### src/rtl/axicb_ecc_pkg.sv
`default_nettype none
// axicb_ecc_pkg -- SECDED Hamming(39,32)+overall parity codec, AXI response codes, responder FSM states.
// Rev 1.0
package axicb_ecc_pkg;

  localparam int ECC_CW_W = 39;

  localparam logic [1:0] RESP_OKAY   = 2'b00;
  localparam logic [1:0] RESP_SLVERR = 2'b10;
  localparam logic [1:0] RESP_DECERR = 2'b11;

  typedef struct packed {
    logic [31:0] data;
    logic        single_err;
    logic        double_err;
  } ecc_dec_t;

  typedef enum logic [1:0] {W_IDLE, W_RMW, W_WRITE, W_RESP} wr_state_e;
  typedef enum logic [1:0] {R_IDLE, R_READ, R_RESP} rd_state_e;

  // Bit 0 is overall parity; bits 1..38 are Hamming positions with check bits at powers of two.
  function automatic logic [ECC_CW_W-1:0] ecc_encode(input logic [31:0] data);
    logic [ECC_CW_W-1:0] cw;
    int j;
    cw = '0;
    j  = 0;
    for (int p = 1; p < ECC_CW_W; p++) begin
      if ((p & (p - 1)) != 0) begin
        cw[p] = data[j];
        j++;
      end
    end
    for (int k = 0; k < 6; k++) begin
      logic par;
      par = 1'b0;
      for (int p = 1; p < ECC_CW_W; p++) begin
        if (((p >> k) & 1) != 0) par ^= cw[p];
      end
      cw[1 << k] = par;
    end
    cw[0] = ^cw[ECC_CW_W-1:1];
    return cw;
  endfunction

  // Odd overall parity means one flipped bit (the syndrome locates it); even parity with a
  // non-zero syndrome means two. On a double error the data is returned uncorrected.
  function automatic ecc_dec_t ecc_decode(input logic [ECC_CW_W-1:0] cw);
    ecc_dec_t            res;
    logic [ECC_CW_W-1:0] fix;
    logic [5:0]          syn;
    logic                overall;
    int                  j;
    syn = '0;
    for (int p = 1; p < ECC_CW_W; p++) begin
      if (cw[p]) syn ^= 6'(p);
    end
    overall = ^cw;
    fix     = cw;
    if (overall && (syn < 6'(ECC_CW_W))) fix[syn] = ~fix[syn];
    res.data = '0;
    j = 0;
    for (int p = 1; p < ECC_CW_W; p++) begin
      if ((p & (p - 1)) != 0) begin
        res.data[j] = fix[p];
        j++;
      end
    end
    res.single_err = overall;
    res.double_err = !overall && (syn != '0);
    return res;
  endfunction

endpackage
`default_nettype wire

### src/rtl/axicb_ecc_ram.sv
`default_nettype none
// axicb_ecc_ram -- single-port codeword array, synchronous read with one cycle latency.
// Rev 1.0
module axicb_ecc_ram
  import axicb_ecc_pkg::*;
#(
  parameter int DEPTH  = 64,
  parameter int ADDR_W = 6,
  parameter int WIDTH  = ECC_CW_W
) (
  input  logic              clk,
  input  logic              en,
  input  logic              we,
  input  logic [ADDR_W-1:0] addr,
  input  logic [WIDTH-1:0]  wdata,
  output logic [WIDTH-1:0]  rdata
);

  logic [WIDTH-1:0] mem_q [DEPTH];
  logic [WIDTH-1:0] rdata_q;

  always_ff @(posedge clk) begin
    if (en) begin
      if (we) mem_q[addr] <= wdata;
      else    rdata_q     <= mem_q[addr];
    end
  end

  assign rdata = rdata_q;

endmodule
`default_nettype wire

### src/rtl/axicb_ecc_slv_responder.sv
`default_nettype none
// axicb_ecc_slv_responder -- AXI4-lite slave over a SECDED word array with error injection and counters.
// Rev 1.0
module axicb_ecc_slv_responder
  import axicb_ecc_pkg::*;
#(
  parameter int                    AXI_ADDR_W = 32,
  parameter int                    AXI_ID_W   = 8,
  parameter int                    MEM_DEPTH  = 64,
  parameter logic [AXI_ADDR_W-1:0] BASE_ADDR  = '0
) (
  input  logic                  aclk,
  input  logic                  srst,
  input  logic                  awvalid,
  output logic                  awready,
  input  logic [AXI_ADDR_W-1:0] awaddr,
  input  logic [AXI_ID_W-1:0]   awid,
  input  logic                  wvalid,
  output logic                  wready,
  input  logic [31:0]           wdata,
  input  logic [3:0]            wstrb,
  output logic                  bvalid,
  input  logic                  bready,
  output logic [AXI_ID_W-1:0]   bid,
  output logic [1:0]            bresp,
  input  logic                  arvalid,
  output logic                  arready,
  input  logic [AXI_ADDR_W-1:0] araddr,
  input  logic [AXI_ID_W-1:0]   arid,
  output logic                  rvalid,
  input  logic                  rready,
  output logic [AXI_ID_W-1:0]   rid,
  output logic [31:0]           rdata,
  output logic [1:0]            rresp,
  input  logic                  inj_valid,
  input  logic [ECC_CW_W-1:0]   inj_mask,
  output logic [15:0]           ce_cnt,
  output logic [15:0]           ue_cnt
);

  localparam int                  IDX_W = $clog2(MEM_DEPTH);
  localparam logic [AXI_ADDR_W:0] SPAN  = (AXI_ADDR_W+1)'(4 * MEM_DEPTH);

  // One extra bit so an address below BASE_ADDR wraps to a huge offset and fails the span test.
  function automatic logic [AXI_ADDR_W:0] addr_off(input logic [AXI_ADDR_W-1:0] a);
    return {1'b0, a} - {1'b0, BASE_ADDR};
  endfunction

  function automatic logic [IDX_W-1:0] addr_idx(input logic [AXI_ADDR_W-1:0] a);
    logic [AXI_ADDR_W:0] off;
    off = addr_off(a);
    return off[IDX_W+1:2];
  endfunction

  wr_state_e             wst_q, wst_d;
  rd_state_e             rst_q, rst_d;
  logic                  aw_held_q, aw_held_d, w_held_q, w_held_d;
  logic [AXI_ADDR_W-1:0] awaddr_q, awaddr_d, araddr_q, araddr_d;
  logic [AXI_ID_W-1:0]   awid_q, awid_d, arid_q, arid_d, bid_q, bid_d, rid_q, rid_d;
  logic [31:0]           wdata_q, wdata_d, rdata_q, rdata_d;
  logic [3:0]            wstrb_q, wstrb_d;
  logic [1:0]            bresp_q, bresp_d, rresp_q, rresp_d;
  logic                  rd_issued_q, rd_issued_d;
  logic                  inj_armed_q, inj_armed_d;
  logic [ECC_CW_W-1:0]   inj_mask_q, inj_mask_d;
  logic [15:0]           ce_q, ce_d, ue_q, ue_d;

  logic                  wr_own, wr_we, wr_ce, wr_ue, rd_req, rd_ce, rd_ue;
  logic [IDX_W-1:0]      rd_addr;
  logic [ECC_CW_W-1:0]   wr_cw, ram_rdata;
  logic [31:0]           merged;
  ecc_dec_t              ram_dec;
  logic [16:0]           ce_sum, ue_sum;

  assign wr_own  = (wst_q == W_RMW) || (wst_q == W_WRITE);
  assign ram_dec = ecc_decode(ram_rdata);

  always_comb begin
    merged = wdata_q;
    for (int b = 0; b < 4; b++) begin
      if (!wstrb_q[b]) merged[8*b +: 8] = ram_dec.data[8*b +: 8];
    end
  end

  // Write FSM. The old word requested in W_RMW is on the RAM output during W_WRITE.
  always_comb begin
    wst_d     = wst_q;
    aw_held_d = aw_held_q;
    w_held_d  = w_held_q;
    awaddr_d  = awaddr_q;
    awid_d    = awid_q;
    wdata_d   = wdata_q;
    wstrb_d   = wstrb_q;
    bid_d     = bid_q;
    bresp_d   = bresp_q;
    wr_we     = 1'b0;
    wr_ce     = 1'b0;
    wr_ue     = 1'b0;
    wr_cw     = ecc_encode(merged) ^ (inj_armed_q ? inj_mask_q : '0);
    case (wst_q)
      W_IDLE: begin
        if (awvalid && !aw_held_q) begin
          aw_held_d = 1'b1;
          awaddr_d  = awaddr;
          awid_d    = awid;
        end
        if (wvalid && !w_held_q) begin
          w_held_d = 1'b1;
          wdata_d  = wdata;
          wstrb_d  = wstrb;
        end
        if (aw_held_d && w_held_d) begin
          aw_held_d = 1'b0;
          w_held_d  = 1'b0;
          if (addr_off(awaddr_d) >= SPAN) begin
            bresp_d = RESP_DECERR;
            bid_d   = awid_d;
            wst_d   = W_RESP;
          end else if (wstrb_d == 4'hF) begin
            wst_d = W_WRITE;
          end else begin
            wst_d = W_RMW;
          end
        end
      end
      W_RMW:   wst_d = W_WRITE;
      W_WRITE: begin
        bid_d = awid_q;
        wst_d = W_RESP;
        if ((wstrb_q != 4'hF) && ram_dec.double_err) begin
          bresp_d = RESP_SLVERR;
          wr_ue   = 1'b1;
        end else begin
          bresp_d = RESP_OKAY;
          wr_we   = 1'b1;
          wr_ce   = (wstrb_q != 4'hF) && ram_dec.single_err;
        end
      end
      W_RESP: if (bready) wst_d = W_IDLE;
      default: wst_d = W_IDLE;
    endcase
  end

  // Read FSM. The array read is launched on the AR handshake when the port is free, else retried in R_READ.
  always_comb begin
    rst_d       = rst_q;
    arid_d      = arid_q;
    araddr_d    = araddr_q;
    rd_issued_d = rd_issued_q;
    rid_d       = rid_q;
    rdata_d     = rdata_q;
    rresp_d     = rresp_q;
    rd_req      = 1'b0;
    rd_addr     = addr_idx(araddr_q);
    rd_ce       = 1'b0;
    rd_ue       = 1'b0;
    case (rst_q)
      R_IDLE: begin
        if (arvalid) begin
          arid_d   = arid;
          araddr_d = araddr;
          if (addr_off(araddr) >= SPAN) begin
            rid_d   = arid;
            rdata_d = '0;
            rresp_d = RESP_DECERR;
            rst_d   = R_RESP;
          end else begin
            rd_req      = 1'b1;
            rd_addr     = addr_idx(araddr);
            rd_issued_d = !wr_own;
            rst_d       = R_READ;
          end
        end
      end
      R_READ: begin
        if (rd_issued_q) begin
          rid_d       = arid_q;
          rdata_d     = ram_dec.data;
          rresp_d     = ram_dec.double_err ? RESP_SLVERR : RESP_OKAY;
          rd_ce       = ram_dec.single_err;
          rd_ue       = ram_dec.double_err;
          rd_issued_d = 1'b0;
          rst_d       = R_RESP;
        end else begin
          rd_req      = 1'b1;
          rd_issued_d = !wr_own;
        end
      end
      R_RESP:  if (rready) rst_d = R_IDLE;
      default: rst_d = R_IDLE;
    endcase
  end

  always_comb begin
    inj_armed_d = inj_armed_q;
    inj_mask_d  = inj_mask_q;
    if (wr_we) inj_armed_d = 1'b0;
    if (inj_valid) begin
      inj_armed_d = 1'b1;
      inj_mask_d  = inj_mask;
    end
    ce_sum = {1'b0, ce_q} + 17'(rd_ce) + 17'(wr_ce);
    ue_sum = {1'b0, ue_q} + 17'(rd_ue) + 17'(wr_ue);
    ce_d   = ce_sum[16] ? 16'hFFFF : ce_sum[15:0];
    ue_d   = ue_sum[16] ? 16'hFFFF : ue_sum[15:0];
  end

  always_ff @(posedge aclk) begin
    if (srst) begin
      wst_q       <= W_IDLE;
      rst_q       <= R_IDLE;
      aw_held_q   <= 1'b0;
      w_held_q    <= 1'b0;
      bid_q       <= '0;
      bresp_q     <= RESP_OKAY;
      rid_q       <= '0;
      rdata_q     <= '0;
      rresp_q     <= RESP_OKAY;
      rd_issued_q <= 1'b0;
      inj_armed_q <= 1'b0;
      ce_q        <= '0;
      ue_q        <= '0;
    end else begin
      wst_q       <= wst_d;
      rst_q       <= rst_d;
      aw_held_q   <= aw_held_d;
      w_held_q    <= w_held_d;
      bid_q       <= bid_d;
      bresp_q     <= bresp_d;
      rid_q       <= rid_d;
      rdata_q     <= rdata_d;
      rresp_q     <= rresp_d;
      rd_issued_q <= rd_issued_d;
      inj_armed_q <= inj_armed_d;
      ce_q        <= ce_d;
      ue_q        <= ue_d;
    end
  end

  always_ff @(posedge aclk) begin
    awaddr_q   <= awaddr_d;
    awid_q     <= awid_d;
    wdata_q    <= wdata_d;
    wstrb_q    <= wstrb_d;
    araddr_q   <= araddr_d;
    arid_q     <= arid_d;
    inj_mask_q <= inj_mask_d;
  end

  axicb_ecc_ram #(
    .DEPTH  (MEM_DEPTH),
    .ADDR_W (IDX_W),
    .WIDTH  (ECC_CW_W)
  ) u_ram (
    .clk   (aclk),
    .en    (wr_own ? ((wst_q == W_RMW) || wr_we) : rd_req),
    .we    (wr_own && wr_we),
    .addr  (wr_own ? addr_idx(awaddr_q) : rd_addr),
    .wdata (wr_cw),
    .rdata (ram_rdata)
  );

  assign awready = (wst_q == W_IDLE) && !aw_held_q;
  assign wready  = (wst_q == W_IDLE) && !w_held_q;
  assign bvalid  = (wst_q == W_RESP);
  assign bid     = bid_q;
  assign bresp   = bresp_q;
  assign arready = (rst_q == R_IDLE);
  assign rvalid  = (rst_q == R_RESP);
  assign rid     = rid_q;
  assign rdata   = rdata_q;
  assign rresp   = rresp_q;
  assign ce_cnt  = ce_q;
  assign ue_cnt  = ue_q;

endmodule
`default_nettype wire

### config.mk
export PLATFORM = sky130hd
export DESIGN_NAME = axicb_ecc_slv_responder
export DESIGN_NICKNAME = d
export VERILOG_FILES = /design/src/rtl/axicb_ecc_pkg.sv /design/src/rtl/axicb_ecc_ram.sv /design/src/rtl/axicb_ecc_slv_responder.sv
export SDC_FILE = /design/constraint.sdc
export NUM_CORES = 2
export LEC_CHECK = 0
export CORE_MARGIN = 2
export CORE_UTILIZATION = 64
export CTS_CLUSTER_SIZE = 10
export DETAILED_ROUTE_END_ITERATION = 10
export PLACE_DENSITY_LB_ADDON = 0.05
export SKIP_LAST_GASP = 1
export SYNTH_ARGS = -nofsm -noshare
export SYNTH_HDL_FRONTEND = slang
export SYNTH_SLANG_ARGS = --single-unit
### constraint.sdc
create_clock -name aclk -period 18.89 [get_ports aclk]
set_input_delay 1.889 -clock aclk [delete_from_list [all_inputs] [get_ports aclk]]
set_output_delay 1.889 -clock aclk [all_outputs]
set_load 0.1 [all_outputs]
==> results.md <==
- result of the run: finished, final reports clean
- number of buffers inserted by post-CTS setup repair: 0
- number of nets in the synthesized netlist: 5,947
- main flop type after synthesis: sky130_fd_sc_hd__edfxtp_1
- largest incremental delay on the critical path: 1170 ps
- crit path capture type: register
- Wirelength per Cell: 37.2 um
- WP data required: 19,390 ps
- post-synthesis instance total: 5,775
- setup repair after global routing missed its margin: false
- arrival time of the worst setup path: 8330 ps
- final hold vios: 0
- hold wc startpoint: rdata[9]$_SDFFE_PP0P_
- area added between synthesis and finish: 14.4%
- wire length of the first global-routing pass: 430,000 um
- via count of the first global-routing pass: 58,339
- shortest period the worst path allows: 7830 ps
- number of buffers between clock root and the deepest sink: 4
- Chip Height: 404 um
- slew margin rel.: 9.92%
- total routing usage reported by global routing: 37.5%
- Post-CTS Hold Fix Bufs: 0
- width of the die: 404 um
- largest cells by area after synthesis: sky130_fd_sc_hd__edfxtp_1 (78%), sky130_fd_sc_hd__a22oi_1 (8.7%), sky130_fd_sc_hd__a41oi_1 (1.8%)
- final number of max-transition violations: 0
- aggregate routed wire length: 308,000 um
- clock tree root buffer cell: sky130_fd_sc_hd__clkbuf_16
- post-cts gate resize count: 0
- total half-perimeter wirelength after legalization and detailed placement: 168,000 um
- total negative slack: 0 ps
- net total in the final layout: 6,335
- R2R Path End: u_ram.mem_q[48][0]$_DFFE_PP_
- remaining global-route overflow: 0
- wire length on met2: 140,000 um
- number of antenna violations at the first check in global routing: 11
- number of vias after detailed routing: 61,391
- area leader, netlist: sky130_fd_sc_hd__edfxtp_1
- Setup crit end: u_ram.mem_q[30][35]$_DFFE_PP_
- most common library cell in the layout ignoring fill and taps: sky130_fd_sc_hd__edfxtp_1
- cell-by-cell listing of the critical path: clkdlybuf4s50_1, and2_1, and2_1, mux2i_1, o21a_1, nand2_1, nor2_4, buf_12, nand2_1, nor2_4, buf_4
- synthesized cell area: 0.102 mm2
- pin count of the biggest net entering global routing: 117
- clock slew seen by the registers of the worst setup and hold paths: 50 ps
- type of the worst setup path: input pin to register
- total CTS buffers: 326
- distinct cell type count after synthesis: 73
- top layer in use: met5
- Yosys reg bits: 2,754
- launching element type of the critical path: input pin
- maximum fanout count along the critical path: 88
- Initial Util: 64.5%
- critical path depth in cells: 11
- Async SR Flop Fraction: 0%
- portion of synthesized cell area occupied by the leading cell type: 78.0%
- remaining routing DRC violations: 0
- count of input and output buffers: 247
- remaining antenna violation count after routing: 0
- I/O pin count: 252
- CP max-delay cell: sky130_fd_sc_hd__nor2_4
- max frequency: 128 MHz
- cell count of the worst reg-to-reg path: 15
- critical path buffer and inverter count: 3
- total number of yosys warnings: 0
- final cycle utilization of the critical path: 41.5%
- kind of cell adding the most delay to the critical path: simple AND/OR/NAND/NOR gates
- clock network latency to the later pin of the worst-skew pair: 940 ps
- Floorplan Core Area: 0.159 mm2
- EDFF count, synth: 2,662
- average instance area after synthesis: 17.7 um2
- Setup crit start: arvalid
- Total Die Area: 0.163 mm2
- wire length on met3: 44,100 um
- met1 routed wirelength after detailed routing: 109,000 um
- Least-Margin Pin Slew: 1350 ps
- worst reg2reg startpoint: u_ram.rdata[27]$_DFFE_PP_
- # clock sinks: 2,754
- fraction of the yosys area taken by sequential cells: 79.8%
- final design area excluding fillers: 0.117 mm2
- leading cell types in the layout, fill and taps excluded: sky130_fd_sc_hd__edfxtp_1 (2,662), sky130_fd_sc_hd__a22oi_1 (1,185), sky130_fd_sc_hd__clkbuf_16 (331)
- MaxCap Viol Count: 0
- placer's final routability congestion estimate: 0.941
- H-tree depth: 5
- iteration-0 DRC count of the detailed router: 10,466
- final number of setup-violating endpoints: 0
- Clock Skew: 56.9 ps
- clock tree from TritonCTS: done
- via count normalized by instance count: 7.41
- Pre-Repair DR Iteration Count: 6
- hold crit path type: register to register
- share of layout cells above drive strength 1: 11.6%
- total number of placement rows: 146
- reg-to-reg slack, setup: 11,530 ps
- Placed Area: 0.109 mm2
synthesized netlist by cell type, types with 3 or more instances:
cell                       number
sky130_fd_sc_hd__nor4_1        52
sky130_fd_sc_hd__mux2i_1       57
sky130_fd_sc_hd__xnor2_2        4
sky130_fd_sc_hd__dfxtp_1       92
sky130_fd_sc_hd__xnor3_1       14
sky130_fd_sc_hd__and2_1         7
sky130_fd_sc_hd__a211oi_1      16
sky130_fd_sc_hd__clkbuf_1     311
sky130_fd_sc_hd__a41o_1         4
sky130_fd_sc_hd__mux4_1         3
sky130_fd_sc_hd__a31oi_1       11
sky130_fd_sc_hd__buf_1         44
sky130_fd_sc_hd__or3_1          6
sky130_fd_sc_hd__a22o_1        39
sky130_fd_sc_hd__a221oi_1      39
sky130_fd_sc_hd__o21ai_1        6
sky130_fd_sc_hd__nand4_1      104
sky130_fd_sc_hd__edfxtp_1    2662
sky130_fd_sc_hd__nor2b_1        7
sky130_fd_sc_hd__and3_1         8
sky130_fd_sc_hd__nor3_1        31
sky130_fd_sc_hd__mux2_2        55
sky130_fd_sc_hd__inv_1         23
sky130_fd_sc_hd__o211ai_1       4
sky130_fd_sc_hd__xor2_1        42
sky130_fd_sc_hd__nand2_1      109
sky130_fd_sc_hd__nand2b_1       5
sky130_fd_sc_hd__a41oi_1      212
sky130_fd_sc_hd__nor2_1       197
sky130_fd_sc_hd__buf_2          6
sky130_fd_sc_hd__o21a_1        12
sky130_fd_sc_hd__o31ai_1        3
sky130_fd_sc_hd__xnor2_1      117
sky130_fd_sc_hd__a21o_1         4
sky130_fd_sc_hd__o21ai_0       19
sky130_fd_sc_hd__a22oi_1     1185
sky130_fd_sc_hd__nand3_1       78
sky130_fd_sc_hd__ha_1           7
sky130_fd_sc_hd__a21oi_1      133
flip-flops by register name, indices dropped and copies added (netlist names), 16 cells and up:
register	cells
ce_cnt	16
u_ram.rdata	39
awaddr_q	30
u_ram.mem_q	2496
rdata	32
inj_mask_q	39
wdata_q	32
ue_cnt	16
worst min path at each step:
stage | cells past startpoint | slack [ps] | endpoint
CTS | 2 | 460 | rdata[9]$_SDFFE_PP0P_
global placement | 2 | 450 | rdata[29]$_SDFFE_PP0P_
floorplan | 2 | 480 | wst_q[0]$_SDFFE_PP0P_
global route | 2 | 480 | rdata[9]$_SDFFE_PP0P_
detailed placement | 2 | 440 | rdata[9]$_SDFFE_PP0P_
finish | 2 | 450 | rdata[9]$_SDFFE_PP0P_
stage by stage:
step | setup WS (ps) | hold slack, ps | util [%] | std cells
final | 11060 | 452 | 73.9 | 8285
after global routing | 10960 | 479 | 73.9 | 8283
after CTS | 11270 | 458 | 73.9 | 8281
after detailed placement | 10400 | 445 | 68.5 | 7907
after global placement | 10340 | 447 | 68.5 | 7907
after floorplan | 12070 | 480 | - | 5775
layout make-up:
type,count,area [um2]
inverters,24,90.1
fillers,9355,41500
clock inverters,10,103
multi-input cells,2633,20300
repair buffers,424,3980
clock buffers,364,8410
flip-flops and latches,2754,81800
well taps,2072,2590
diodes,4,10.0
layer usage:
metal / track usage (%) / up-vias
met5: 0 / -
met4: 15.8 / 14
met3: 10.1 / 771
met2: 56.4 / 5142
met1: 52.7 / 30767
li1: - / 24697
worst min-delay path, cell delays in order (launching register included):
cell and delay, ps:
sky130_fd_sc_hd__dfxtp_1 310, sky130_fd_sc_hd__nand2_1 50, sky130_fd_sc_hd__a21oi_1 50
cell families (layout without fill, tap and decap cells):
logic type / Yosys count / count (layout) / synth area share, %
compound gates: 1709 / 1709 / 12.5
xor+xnor: 185 / 185 / 1.91
fa+ha+maj: 9 / 9 / 0.125
buf+inv: 388 / 822 / 1.45
flops: 2754 / 2754 / 79.8
mux: 117 / 117 / 1.27
other cells: 0 / 4 / 0
simple gates: 613 / 613 / 2.90
Power is not shown: default switching activity piles up to over one toggle a cycle in this logic, so the estimate is an artifact.
